## src/rtl/rv32_fetch_pkg.sv

```systemverilog
// Shared types and constants for the rv32 instruction fetch stage.
package rv32_fetch_pkg;

  localparam int unsigned API_DATA_WIDTH = 32;
  localparam int unsigned ADDR_WIDTH     = 32;

  localparam logic [API_DATA_WIDTH-1:0] RV32_NOP      = 32'h0000_0013;
  localparam logic [ADDR_WIDTH-1:0]     RV32_RESET_PC = 32'h0000_0000;

  typedef enum logic {
    RESET_S = 1'b0,
    RUN_S   = 1'b1
  } fetch_state_e;

  typedef struct packed {
    logic [ADDR_WIDTH-1:0]     pc;
    logic [API_DATA_WIDTH-1:0] instr;
  } fetch_entry_t;

endpackage

```

## src/rtl/rv32_fetch_fifo.sv

```systemverilog
// Prefetch FIFO of {pc, instr} entries with a registered head/valid output stage.
module rv32_fetch_fifo
  import rv32_fetch_pkg::*;
#(
  parameter int unsigned           DEPTH    = 4,
  parameter logic [ADDR_WIDTH-1:0] RESET_PC = RV32_RESET_PC
) (
  input  logic                   clk,
  input  logic                   rst_n,
  input  logic                   push,
  input  fetch_entry_t           wdata,
  input  logic                   pop,
  input  logic                   flush,
  output fetch_entry_t           head,
  output logic                   valid,
  output logic [$clog2(DEPTH):0] count
);

  localparam int unsigned AW = $clog2(DEPTH);
  localparam int unsigned CW = AW + 1;

  fetch_entry_t   mem [DEPTH];
  logic [AW-1:0]  rd_ptr_q, rd_ptr_d, wr_ptr_q, wr_ptr_d;
  logic [CW-1:0]  count_q, count_d;
  fetch_entry_t   head_q, head_d;
  logic           valid_q, valid_d;
  logic           empty, full, do_push, do_pop;

  assign empty = (count_q == '0);
  assign full  = (count_q == CW'(DEPTH));

  // Next head is either the entry at the new read pointer or the word written into an empty slot.
  always_comb begin
    do_pop   = pop & ~empty;
    do_push  = push & (~full | do_pop);
    rd_ptr_d = rd_ptr_q + AW'(do_pop);
    wr_ptr_d = wr_ptr_q + AW'(do_push);
    count_d  = count_q + CW'(do_push) - CW'(do_pop);
    if (flush) begin
      rd_ptr_d = '0;
      wr_ptr_d = '0;
      count_d  = '0;
    end
    valid_d      = (count_d != '0);
    head_d       = head_q;
    head_d.instr = RV32_NOP;
    if (valid_d) begin
      head_d = (do_push && (wr_ptr_q == rd_ptr_d)) ? wdata : mem[rd_ptr_d];
    end
  end

  always_ff @(posedge clk) begin
    if (do_push && !flush) mem[wr_ptr_q] <= wdata;
  end

  always_ff @(posedge clk or negedge rst_n) begin
    if (!rst_n) begin
      rd_ptr_q <= '0;
      wr_ptr_q <= '0;
      count_q  <= '0;
      valid_q  <= 1'b0;
      head_q   <= '{pc: RESET_PC, instr: RV32_NOP};
    end else begin
      rd_ptr_q <= rd_ptr_d;
      wr_ptr_q <= wr_ptr_d;
      count_q  <= count_d;
      valid_q  <= valid_d;
      head_q   <= head_d;
    end
  end

  assign head  = head_q;
  assign valid = valid_q;
  assign count = count_q;

endmodule

```

## src/rtl/rv32_fetch_unit.sv

```systemverilog
// Instruction fetch stage: credit-limited in-order word fetch, prefetch buffering, redirect with response drop.
module rv32_fetch_unit
  import rv32_fetch_pkg::*;
#(
  parameter logic [ADDR_WIDTH-1:0] RESET_PC   = RV32_RESET_PC,
  parameter int unsigned           FIFO_DEPTH = 4
) (
  input  logic                      clk,
  input  logic                      rst_n,
  output logic                      imem_req_o,
  output logic [ADDR_WIDTH-1:0]     imem_addr_o,
  input  logic                      imem_gnt_i,
  input  logic                      imem_rvalid_i,
  input  logic [API_DATA_WIDTH-1:0] imem_rdata_i,
  input  logic                      redirect_i,
  input  logic [ADDR_WIDTH-1:0]     redirect_pc_i,
  output logic                      instr_valid_o,
  input  logic                      instr_ready_i,
  output logic [API_DATA_WIDTH-1:0] instruction_o,
  output logic [ADDR_WIDTH-1:0]     instr_pc_o
);

  localparam int unsigned CW = $clog2(FIFO_DEPTH) + 1;
  localparam int unsigned SW = CW + 1;

  fetch_state_e            state_q, state_d;
  logic [ADDR_WIDTH-1:0]   pc_q, pc_d, rsp_pc_q, rsp_pc_d;
  logic [CW-1:0]           outst_q, outst_d, drop_q, drop_d, fifo_count;
  logic [SW-1:0]           credit_sum;
  logic                    req_q, req_d;
  logic                    fire, rsp, rsp_drop, push, pop;
  fetch_entry_t            fifo_wdata, fifo_head;
  logic                    fifo_valid;

  assign fire       = req_q & imem_gnt_i;
  assign rsp        = imem_rvalid_i & (outst_q != '0);
  assign rsp_drop   = rsp & (drop_q != '0);
  assign push       = rsp & ~rsp_drop & ~redirect_i;
  assign pop        = fifo_valid & instr_ready_i & ~redirect_i;
  assign fifo_wdata = '{pc: rsp_pc_q, instr: imem_rdata_i};
  assign credit_sum = SW'(fifo_count) + SW'(outst_q) + SW'(fire);

  // Next-state: FSM, fetch PC, response PC, credit and drop accounting; redirect overrides all.
  always_comb begin
    state_d  = state_q;
    pc_d     = pc_q;
    rsp_pc_d = rsp_pc_q;
    outst_d  = outst_q + CW'(fire) - CW'(rsp);
    drop_d   = drop_q - CW'(rsp_drop);
    req_d    = 1'b0;
    case (state_q)
      RESET_S: state_d = RUN_S;
      RUN_S:   state_d = RUN_S;
      default: state_d = RESET_S;
    endcase
    if (fire) pc_d = pc_q + 32'd4;
    if (push) rsp_pc_d = rsp_pc_q + 32'd4;
    req_d = (credit_sum < SW'(FIFO_DEPTH));
    if (redirect_i) begin
      pc_d     = redirect_pc_i & ~32'h3;
      rsp_pc_d = redirect_pc_i & ~32'h3;
      drop_d   = outst_d;
      req_d    = 1'b0;
    end
  end

  always_ff @(posedge clk or negedge rst_n) begin
    if (!rst_n) begin
      state_q  <= RESET_S;
      pc_q     <= RESET_PC;
      rsp_pc_q <= RESET_PC;
      outst_q  <= '0;
      drop_q   <= '0;
      req_q    <= 1'b0;
    end else begin
      state_q  <= state_d;
      pc_q     <= pc_d;
      rsp_pc_q <= rsp_pc_d;
      outst_q  <= outst_d;
      drop_q   <= drop_d;
      req_q    <= req_d;
    end
  end

  rv32_fetch_fifo #(
    .DEPTH    (FIFO_DEPTH),
    .RESET_PC (RESET_PC)
  ) u_fifo (
    .clk   (clk),
    .rst_n (rst_n),
    .push  (push),
    .wdata (fifo_wdata),
    .pop   (pop),
    .flush (redirect_i),
    .head  (fifo_head),
    .valid (fifo_valid),
    .count (fifo_count)
  );

  assign imem_req_o    = req_q;
  assign imem_addr_o   = pc_q;
  assign instr_valid_o = fifo_valid;
  assign instruction_o = fifo_head.instr;
  assign instr_pc_o    = fifo_head.pc;

endmodule

```

## config.mk

```make
export PLATFORM = sky130hd
export DESIGN_NAME = rv32_fetch_unit
export DESIGN_NICKNAME = d
export VERILOG_FILES = /design/src/rtl/rv32_fetch_pkg.sv /design/src/rtl/rv32_fetch_fifo.sv /design/src/rtl/rv32_fetch_unit.sv
export SDC_FILE = /design/constraint.sdc
export NUM_CORES = 1
export LEC_CHECK = 0
export CORE_AREA = 3 3 176 195
export CTS_CLUSTER_SIZE = 16
export DETAILED_ROUTE_END_ITERATION = 10
export DIE_AREA = 0 0 179 198
export PLACE_DENSITY = 0.78
export SLEW_MARGIN = 20
export SYNTH_ARGS = -nofsm -noshare
export SYNTH_HDL_FRONTEND = slang
export SYNTH_SLANG_ARGS = --single-unit
```

## constraint.sdc

```tcl
create_clock -name clk -period 19.05 [get_ports clk]
set_clock_uncertainty 0.05 [all_clocks]
set_input_delay 2.8575 -clock clk [delete_from_list [all_inputs] [get_ports clk]]
set_output_delay 2.8575 -clock clk [all_outputs]
set_load 0.02 [all_outputs]
```

==> results of run 1 <==
metrics by stage:
| step | hold WS [ns] | setup WS [ns] | total power [mW] |
|---|---|---|---|
| after floorplan | 0.425 | 10.22 | 1.24 |
| after global placement | 0.458 | 12.08 | 1.42 |
| after detailed placement | 0.468 | 12.05 | 1.43 |
| after CTS | 0.485 | 12.56 | 2.16 |
| after global routing | 0.499 | 12.24 | 2.22 |
| final | 0.481 | 12.53 | 2.14 |
cell families (layout without fill, tap and decap cells):
group / after synthesis / after routing / synth area share
AND/OR/NAND/NOR: 428 / 428 / 0.122
flip-flops: 385 / 385 / 0.671
AO/OA/AOI/OAI: 185 / 185 / 0.0723
buffers and inverters: 107 / 273 / 0.0273
multiplexers: 61 / 61 / 0.0631
XOR/XNOR: 56 / 56 / 0.0311
adder cells (fa/ha/maj): 15 / 15 / 0.0125
other: 1 / 4 / 0.000231
cell type report:
cell class                      count  area [µm²]
Fill cell                        2472       13000
Sequential cell                   385       10900
Multi-Input combinational cell    749        4940
Timing Repair Buffer              178        1740
Clock buffer                       55        1110
Tap cell                          426         533
Clock inverter                     17         111
Inverter                           23        88.8
critical path, delay by kind of cell:
| kind | cells | cell delay (ns) |
|---|---|---|
| buffers and inverters | 5 | 2.37 |
| multiplexers | 1 | 0.60 |
| adder cells (fa/ha/maj) | 1 | 0.42 |
| AND/OR/NAND/NOR | 2 | 0.24 |
| AO/OA/AOI/OAI | 2 | 0.21 |
layer usage:
metal,track usage,share of wire
met1,0.285,0.40
met2,0.357,0.49
met3,0.0435,0.090
met4,0.0652,0.024
met5,0,0
how the worst max path moves through the flow:
stage / from / to / slack (ns) / cells past startpoint
final: redirect_i / u_fifo.head[63] / 12.53 / 11
after detailed placement: redirect_i / u_fifo.head[63] / 12.05 / 11
after global routing: redirect_i / u_fifo.head[63] / 12.24 / 11
after floorplan: imem_rvalid_i / u_fifo.mem[1][0] / 10.22 / 6
after global placement: redirect_i / u_fifo.head[63] / 12.08 / 11
after CTS: redirect_i / u_fifo.head[63] / 12.56 / 11
power by group through the flow:
stage / combinational (mW) / sequential (mW) / clock (mW)
finish: 0.383 / 1.03 / 0.724
global route: 0.414 / 1.04 / 0.772
CTS: 0.388 / 1.03 / 0.740
detailed placement: 0.384 / 1.04 / 0
global placement: 0.377 / 1.04 / 0
floorplan: 0.152 / 1.09 / 0
registers in the layout, indices dropped and copies added (netlist names):
signal and count:
u_fifo.valid 1, u_fifo.rd_ptr_q 2, outst_q 3, imem_req_o 1, u_fifo.wr_ptr_q 2, rsp_pc_q 30, u_fifo.mem 248, u_fifo.count 3
drop_q 3, u_fifo.head 62, imem_addr_o 30
cells in the mapped netlist (2+ instances only):
cell type,number,area (µm²)
sky130_fd_sc_hd__nor2b_1,2,12.5
sky130_fd_sc_hd__nand4_1,13,81.3
sky130_fd_sc_hd__buf_4,5,37.5
sky130_fd_sc_hd__dfstp_2,3,78.8
sky130_fd_sc_hd__xor2_1,22,193
sky130_fd_sc_hd__nor3b_1,2,15.0
sky130_fd_sc_hd__or4_1,2,15.0
sky130_fd_sc_hd__nand3_1,105,526
sky130_fd_sc_hd__nand2_1,182,683
sky130_fd_sc_hd__nor2_1,55,206
sky130_fd_sc_hd__o221ai_1,32,280
sky130_fd_sc_hd__clkbuf_1,53,199
sky130_fd_sc_hd__xnor2_1,33,289
sky130_fd_sc_hd__or3_1,3,18.8
sky130_fd_sc_hd__mux2i_1,2,20.0
sky130_fd_sc_hd__nand2b_1,9,56.3
sky130_fd_sc_hd__and3_1,8,50.1
sky130_fd_sc_hd__o21a_1,6,45.0
sky130_fd_sc_hd__o21ai_0,36,180
sky130_fd_sc_hd__o31a_1,3,26.3
sky130_fd_sc_hd__a21boi_0,11,82.6
sky130_fd_sc_hd__inv_1,22,82.6
sky130_fd_sc_hd__buf_2,16,80.1
sky130_fd_sc_hd__and2_1,3,18.8
sky130_fd_sc_hd__ha_1,13,163
sky130_fd_sc_hd__fa_1,2,40.0
sky130_fd_sc_hd__a31oi_1,33,206
sky130_fd_sc_hd__a21oi_1,55,275
sky130_fd_sc_hd__buf_1,9,33.8
sky130_fd_sc_hd__a211oi_1,4,30.0
sky130_fd_sc_hd__nor4_2,2,25.0
sky130_fd_sc_hd__mux4_2,30,676
sky130_fd_sc_hd__edfxtp_1,248,7450
sky130_fd_sc_hd__and4_4,2,22.5
sky130_fd_sc_hd__nor3_1,27,135
sky130_fd_sc_hd__mux2_2,29,327
sky130_fd_sc_hd__dfrtp_1,134,3350
sky130_fd_sc_hd__and4_1,4,35.0
sky130_fd_sc_hd__nor4_1,5,31.3
==> tab_implementation.tex, run 1 <==
\begin{tabular}{lr}
\hline
Metric & Value \\
\hline
\multicolumn{2}{l}{\textbf{Clocking}} \\
\quad Clock network latency to the later pin of the worst-skew pair & 0.51 ns \\
\quad Post-CTS sizing & 0 \\
\quad Clock root buffer & sky130\_fd\_sc\_hd\_\_clkbuf\_16 \\
\quad Clock tree from TritonCTS & done \\
\quad Buffer depth of the longest clock path & 3 \\
\quad Clk sink count & 385 \\
\quad Post-CTS Setup Repair Bufs & 0 \\
\quad Clock-pin slew on the worst setup and hold paths & 0.06 ns \\
\quad \# H-tree levels & 2 \\
\quad Number of buffers created by CTS & 40 \\
\quad Hold buffer count at cts & 0 \\
\multicolumn{2}{l}{\textbf{Drt}} \\
\quad Post-detailed-route via-to-cell ratio & 5.83 \\
\quad Final ANT Viol Nets & 0 \\
\quad Vias post-DR & 10693 \\
\quad Avg WL per Cell & 20.9 µm \\
\quad \# DRC & 0 \\
\quad First DRT Iteration DRCs & 840 \\
\quad Final WL & 38.4 mm \\
\quad 1st-pass router iterations & 5 \\
\multicolumn{2}{l}{\textbf{Hold path}} \\
\quad Endpoint, Worst Hold & u\_fifo.head[57] \\
\quad Critical hold path startpoint & u\_fifo.head[57] \\
\quad Hold Crit Depth & 2 \\
\quad Hold Path Class & register to register \\
\multicolumn{2}{l}{\textbf{Power and ir drop}} \\
\quad Static Leak & 6.92 nW \\
\quad Clk network pwr share & 0.339 \\
\quad Power per cell area & 110 mW/mm² \\
\quad Internal Dissipation & 1.56 mW \\
\quad Worst IR drop on VDD & 0.0000735 V \\
\quad Fraction of power spent switching nets & 0.272 \\
\quad Switching Power & 581 µW \\
\quad Part of the total power dissipated in combinational logic & 0.179 \\
\quad Sequential Power Share & 0.482 \\
\multicolumn{2}{l}{\textbf{Die}} \\
\quad Boundary Pins & 168 \\
\quad Initial core utilization & 0.501 \\
\quad Number of placement rows & 69 \\
\quad Core area & 0.0324 mm² \\
\quad Die width & 179 µm \\
\quad Height of the die & 198 µm \\
\quad Die area & 0.0354 mm² \\
\multicolumn{2}{l}{\textbf{Worst setup path}} \\
\quad Largest incremental delay on the critical path & 0.80 ns \\
\quad Worst reg2reg path depth & 8 \\
\quad CP endpoint kind & register \\
\quad Launch instance of the worst register-to-register path & drop\_q[0] \\
\quad Nature of the critical path startpoint & primary input \\
\quad Top cell by count, worst path & sky130\_fd\_sc\_hd\_\_buf\_4 \\
\quad Flop2flop setup slack & 14.89 ns \\
\quad Maximum fanout encountered on the critical timing path & 73 \\
\quad Worst flop-to-flop path endpoint & u\_fifo.mem[3][11] \\
\quad Critical-path cell with the highest stage delay & sky130\_fd\_sc\_hd\_\_buf\_4 \\
\quad Required time at the endpoint of the critical path & 19.35 ns \\
\quad Chain of cells forming the critical path & clkdlybuf4s50\_1, buf\_4, nor3\_1, ha\_1, nand2b\_2, buf\_4, inv\_4, buf\_4, mux4\_2, o21ai\_0, a31oi\_1 \\
\quad Arrival time worst endpoint & 6.82 ns \\
\quad Worst setup path class & primary input to register \\
\multicolumn{2}{l}{\textbf{Place}} \\
\quad Buffers on Ports & 161 \\
\quad Placed standard-cell area & 0.0182 mm² \\
\quad Placer congestion estimate & 0.857 \\
\quad Detailed Place HPWL & 21.6 mm \\
\quad Post-placement cell count & 1761 \\
\multicolumn{2}{l}{\textbf{STA}} \\
\quad Final number of hold-violating endpoints & 0 \\
\quad Final Max Tran Viols & 0 \\
\quad Fmax & 153 MHz \\
\quad Post-layout minimum cycle time & 6.52 ns \\
\quad Number of setup violations in the final report & 0 \\
\quad Worst-margin pin slew & 0.919 ns \\
\quad Final Cycle Share & 0.342 \\
\quad Worst max-slew margin expressed relative to the limit & 0.387 \\
\quad Setup repair after global routing missed its margin & false \\
\quad Setup TNS Final & 0 ns \\
\multicolumn{2}{l}{\textbf{Synthesis}} \\
\quad Synth Warn \# & 0 \\
\quad Mean post-synth cell area & 13.1 µm² \\
\quad Synthesis-stage register bit count & 385 \\
\quad Unique masters post-synth & 52 \\
\quad Share of flip-flops with an asynchronous set or reset & 0.356 \\
\quad Post-Synthesis Cell Area & 0.0162 mm² \\
\quad Most used flip-flop cell after synthesis & sky130\_fd\_sc\_hd\_\_edfxtp\_1 \\
\quad Sequential element share of the synthesized area & 0.671 \\
\quad Synthesized netlist cell count & 1238 \\
\quad Number of synthesized flops with an enable pin & 248 \\
\multicolumn{2}{l}{\textbf{Layout}} \\
\quad Number of nets in the final layout & 1462 \\
\quad Most used cells in the layout excluding fill and tap cells & sky130\_fd\_sc\_hd\_\_edfxtp\_1, sky130\_fd\_sc\_hd\_\_nand2\_1, sky130\_fd\_sc\_hd\_\_clkdlybuf4s50\_1, sky130\_fd\_sc\_hd\_\_dfrtp\_1, sky130\_fd\_sc\_hd\_\_nand3\_1 \\
\quad Most common cell after layout, fill and taps aside & sky130\_fd\_sc\_hd\_\_edfxtp\_1 \\
\quad Final design area excluding fillers & 0.0194 mm² \\
\quad Post-layout instance count excluding filler cells & 1833 \\
\quad Layout cell share with drive strength beyond 1 & 0.112 \\
\quad Area growth from synthesis to final layout & 19.8\% \\
\quad Final Core Density & 0.599 \\
\quad Number of antenna diodes & 0 \\
\multicolumn{2}{l}{\textbf{Global route}} \\
\quad Aggregate global routing overflow & 0 \\
\quad Largest net degree at the start of global routing & 79 \\
\quad Antenna violations before repair & 0 \\
\quad Global-route usage over all layers & 0.214 \\
\quad Wire length of the first global-routing pass & 59.3 mm \\
\quad Via count of the first global-routing pass & 10992 \\
\multicolumn{2}{l}{\textbf{Flow run}} \\
\quad Reported max-cap violation count & 0 \\
\multicolumn{2}{l}{\textbf{Status}} \\
\quad Status & finished clean \\
\hline
\end{tabular}
No activity file was read; power rests on OpenSTA's default activity.
==> run 2, diff against run 1 <==
--- a/config.mk
+++ b/config.mk
@@ -9,7 +9,7 @@
 export CTS_CLUSTER_SIZE = 16
 export DETAILED_ROUTE_END_ITERATION = 10
 export DIE_AREA = 0 0 179 198
-export PLACE_DENSITY = 0.78
+export PLACE_DENSITY = 0.81
 export SLEW_MARGIN = 20
 export SYNTH_ARGS = -nofsm -noshare
 export SYNTH_HDL_FRONTEND = slang
==> constraint.sdc (replaced) <==
create_clock -name clk -period 5.45 [get_ports clk]
set_clock_uncertainty 0.05 [all_clocks]
set_input_delay 0.8175 -clock clk [delete_from_list [all_inputs] [get_ports clk]]
set_output_delay 0.8175 -clock clk [all_outputs]
set_load 0.02 [all_outputs]
==> run 2 against run 1 <==
Against the previous run: sequential share of layout area down 0.29 points; critical path depth up 4; setup slack worse by 11 ns; clock power rose to 3.6 times the previous value; via count up 0.72%; power rose to 3.5 times the previous value; largest cell class unchanged.
==> tab_implementation.tex, run 2 (synthesized netlist as in run 1, its figures left out) <==
\begin{tabular}{lr}
\hline
Metric & Value \\
\hline
\multicolumn{2}{l}{\textbf{Place}} \\
\quad Buffers on Ports & 161 (unchanged) \\
\quad Detailed Place HPWL & 22.2 mm (was 21.6 mm) \\
\quad Placed standard-cell area & 0.0182 mm² (about the same) \\
\quad Placer congestion estimate & 0.839 (was 0.857) \\
\multicolumn{2}{l}{\textbf{Global route}} \\
\quad Global-route usage over all layers & 0.215 (was 0.214) \\
\quad Wire length of the first global-routing pass & 59.4 mm (was 59.3 mm) \\
\quad Antenna violations before repair & 0 (unchanged) \\
\quad Largest net degree at the start of global routing & 100 (was 79) \\
\quad Aggregate global routing overflow & 0 (unchanged) \\
\quad Via count of the first global-routing pass & 10940 (was 10992) \\
\multicolumn{2}{l}{\textbf{Die}} \\
\quad Height of the die & 198 µm (unchanged) \\
\quad Die width & 179 µm (unchanged) \\
\quad Boundary Pins & 168 (unchanged) \\
\quad Number of placement rows & 69 (unchanged) \\
\quad Core area & 0.0324 mm² (unchanged) \\
\quad Initial core utilization & 0.501 (unchanged) \\
\quad Die area & 0.0354 mm² (unchanged) \\
\multicolumn{2}{l}{\textbf{STA}} \\
\quad Setup repair after global routing missed its margin & false (unchanged) \\
\quad Number of setup violations in the final report & 0 (unchanged) \\
\quad Final Cycle Share & 0.724 \\
\quad Final number of hold-violating endpoints & 0 (unchanged) \\
\quad Post-layout minimum cycle time & 3.95 ns \\
\quad Worst max-slew margin expressed relative to the limit & 0.317 (was 0.387) \\
\quad Setup TNS Final & 0 ns (unchanged) \\
\quad Worst-margin pin slew & 1.02 ns (was 0.919 ns) \\
\quad Fmax & 253 MHz \\
\quad Final Max Tran Viols & 0 (unchanged) \\
\multicolumn{2}{l}{\textbf{Clocking}} \\
\quad Buffer depth of the longest clock path & 3 (unchanged) \\
\quad \# H-tree levels & 2 (unchanged) \\
\quad Hold buffer count at cts & 0 (unchanged) \\
\quad Clock tree from TritonCTS & done (unchanged) \\
\quad Post-CTS Setup Repair Bufs & 0 (unchanged) \\
\quad Clock network latency to the later pin of the worst-skew pair & 0.53 ns (was 0.51 ns) \\
\quad Clk sink count & 385 (unchanged) \\
\quad Clock root buffer & sky130\_fd\_sc\_hd\_\_clkbuf\_16 (unchanged) \\
\quad Post-CTS sizing & 0 (unchanged) \\
\quad Clock-pin slew on the worst setup and hold paths & 0.06 ns (about the same) \\
\quad Number of buffers created by CTS & 40 (unchanged) \\
\multicolumn{2}{l}{\textbf{Layout}} \\
\quad Layout cell share with drive strength beyond 1 & 0.115 (was 0.112) \\
\quad Number of flip-flops in the largest register & 248 (unchanged) \\
\quad Most used cells in the layout excluding fill and tap cells & sky130\_fd\_sc\_hd\_\_edfxtp\_1, sky130\_fd\_sc\_hd\_\_nand2\_1, sky130\_fd\_sc\_hd\_\_clkdlybuf4s50\_1, sky130\_fd\_sc\_hd\_\_dfrtp\_1, sky130\_fd\_sc\_hd\_\_nand3\_1 (unchanged) \\
\quad Number of nets in the final layout & 1465 (was 1462) \\
\quad Most common cell after layout, fill and taps aside & sky130\_fd\_sc\_hd\_\_edfxtp\_1 (unchanged) \\
\quad Area growth from synthesis to final layout & 20.4\% (was 19.8\%) \\
\quad Number of antenna diodes & 0 (unchanged) \\
\quad Final design area excluding fillers & 0.0195 mm² (was 0.0194 mm²) \\
\quad Most flop-heavy register & u\_fifo.mem (unchanged) \\
\multicolumn{2}{l}{\textbf{Worst setup path}} \\
\quad Chain of cells forming the critical path & clkdlybuf4s50\_1, o31ai\_1, a311oi\_1, nand2\_2, inv\_2, ha\_1, inv\_1, fa\_1, xnor3\_1, nor2\_1, nor3\_4, clkinv\_1, buf\_4, nor2\_1, a31oi\_1 (was clkdlybuf4s50\_1, buf\_4, nor3\_1, ha\_1, nand2b\_2, buf\_4, inv\_4, buf\_4, mux4\_2, o21ai\_0, a31oi\_1) \\
\quad Buf/Inv on CP & 5 (unchanged) \\
\quad Arrival time worst endpoint & 4.31 ns (was 6.82 ns) \\
\quad Top cell by count, worst path & sky130\_fd\_sc\_hd\_\_nor2\_1 (was sky130\_fd\_sc\_hd\_\_buf\_4) \\
\quad Worst flop-to-flop path endpoint & u\_fifo.head[59] (was u\_fifo.mem[3][11]) \\
\quad Worst setup path class & primary input to register (unchanged) \\
\quad Largest incremental delay on the critical path & 0.47 ns (was 0.80 ns) \\
\quad Maximum fanout encountered on the critical timing path & 43 (was 73) \\
\quad Nature of the critical path startpoint & primary input (unchanged) \\
\quad Critical-path cell with the highest stage delay & sky130\_fd\_sc\_hd\_\_clkdlybuf4s50\_1 (was sky130\_fd\_sc\_hd\_\_buf\_4) \\
\quad Worst reg2reg path depth & 14 (was 8) \\
\quad CP endpoint kind & register (unchanged) \\
\quad Stages on worst setup path & 15 (was 11) \\
\quad Crit path max-delay family & buffers and inverters (unchanged) \\
\quad Required time at the endpoint of the critical path & 5.81 ns (was 19.35 ns) \\
\quad Flop2flop setup slack & 1.73 ns (was 14.89 ns) \\
\quad Launch instance of the worst register-to-register path & drop\_q[0] (unchanged) \\
\multicolumn{2}{l}{\textbf{Hold path}} \\
\quad Hold Path Class & primary input to async pin (was register to register) \\
\multicolumn{2}{l}{\textbf{Power and ir drop}} \\
\quad Power per cell area & 388 mW/mm² (was 110 mW/mm²) \\
\quad Static Leak & 6.96 nW (was 6.92 nW) \\
\quad Worst IR drop on VDD & 0.000234 V (was 0.0000735 V) \\
\multicolumn{2}{l}{\textbf{Drt}} \\
\quad Final WL & 38.1 mm (was 38.4 mm) \\
\quad Avg WL per Cell & 20.7 µm (was 20.9 µm) \\
\quad \# DRC & 0 (unchanged) \\
\quad Post-detailed-route via-to-cell ratio & 5.86 (was 5.83) \\
\quad Final ANT Viol Nets & 0 (unchanged) \\
\quad 1st-pass router iterations & 6 (was 5) \\
\quad Vias post-DR & 10770 (was 10693) \\
\quad First DRT Iteration DRCs & 1023 (was 840) \\
\multicolumn{2}{l}{\textbf{Flow run}} \\
\quad Reported max-cap violation count & 0 (unchanged) \\
\multicolumn{2}{l}{\textbf{Status}} \\
\quad Status & finished clean (unchanged) \\
\hline
\end{tabular}
run 2: cell types whose count changed in the layout (fill, tap and decap cells not counted), sizes merged:
| cell | previous run | this run |
|---|---|---|
| buf | 18 | 21 |
| clkbuf | 55 | 60 |
| clkinv | 16 | 11 |
| clkinvlp | 1 | 2 |
| inv | 22 | 23 |
run 2: final cells by class:
class,instances,area [µm²]
flip-flops and latches,385,10900
well taps,426,533
clock buffers,60,1160
repair buffers,181,1790
multi-input cells,749,4950
clock inverters,14,114
fillers,2432,12900
inverters,23,88.8
run 2: stage by stage:
stage	hold WS, ns	total power [mW]	std cells	utilization	setup slack, ns
final	0.348	7.57	1838	0.603	1.50
after floorplan	0.425	4.33	1241	-	0.395
after global routing	0.438	7.87	1838	0.603	1.27
after detailed placement	0.462	5.01	1764	0.563	1.04
after global placement	0.461	4.96	1764	0.563	1.19
after CTS	0.407	7.62	1838	0.603	1.52
run 2: how the worst max path moves through the flow:
| stage | from | endpoint |
|---|---|---|
| global placement | imem_rvalid_i | u_fifo.head[39] |
| floorplan | imem_rvalid_i | u_fifo.mem[2][0] |
| finish | imem_rvalid_i | u_fifo.head[59] |
| CTS | imem_rvalid_i | u_fifo.head[59] |
| global route | imem_rvalid_i | u_fifo.head[59] |
| detailed placement | imem_rvalid_i | u_fifo.head[42] |
run 2: routing by layer:
metal / vias to the layer above / GRT usage / share of wire
met3: 61 / 0.0397 / 0.089
met2: 512 / 0.357 / 0.50
li1: 4832 / - / -
met5: - / 0 / 0
met4: 0 / 0.0580 / 0.016
met1: 5365 / 0.293 / 0.40
run 2: report_power, final:
part	leakage [nW]	switching [mW]	internal [mW]
clock	0.622	1.08	1.53
sequential	3.88	0.212	3.39
combinational	2.46	0.777	0.583
total	6.96	2.07	5.50
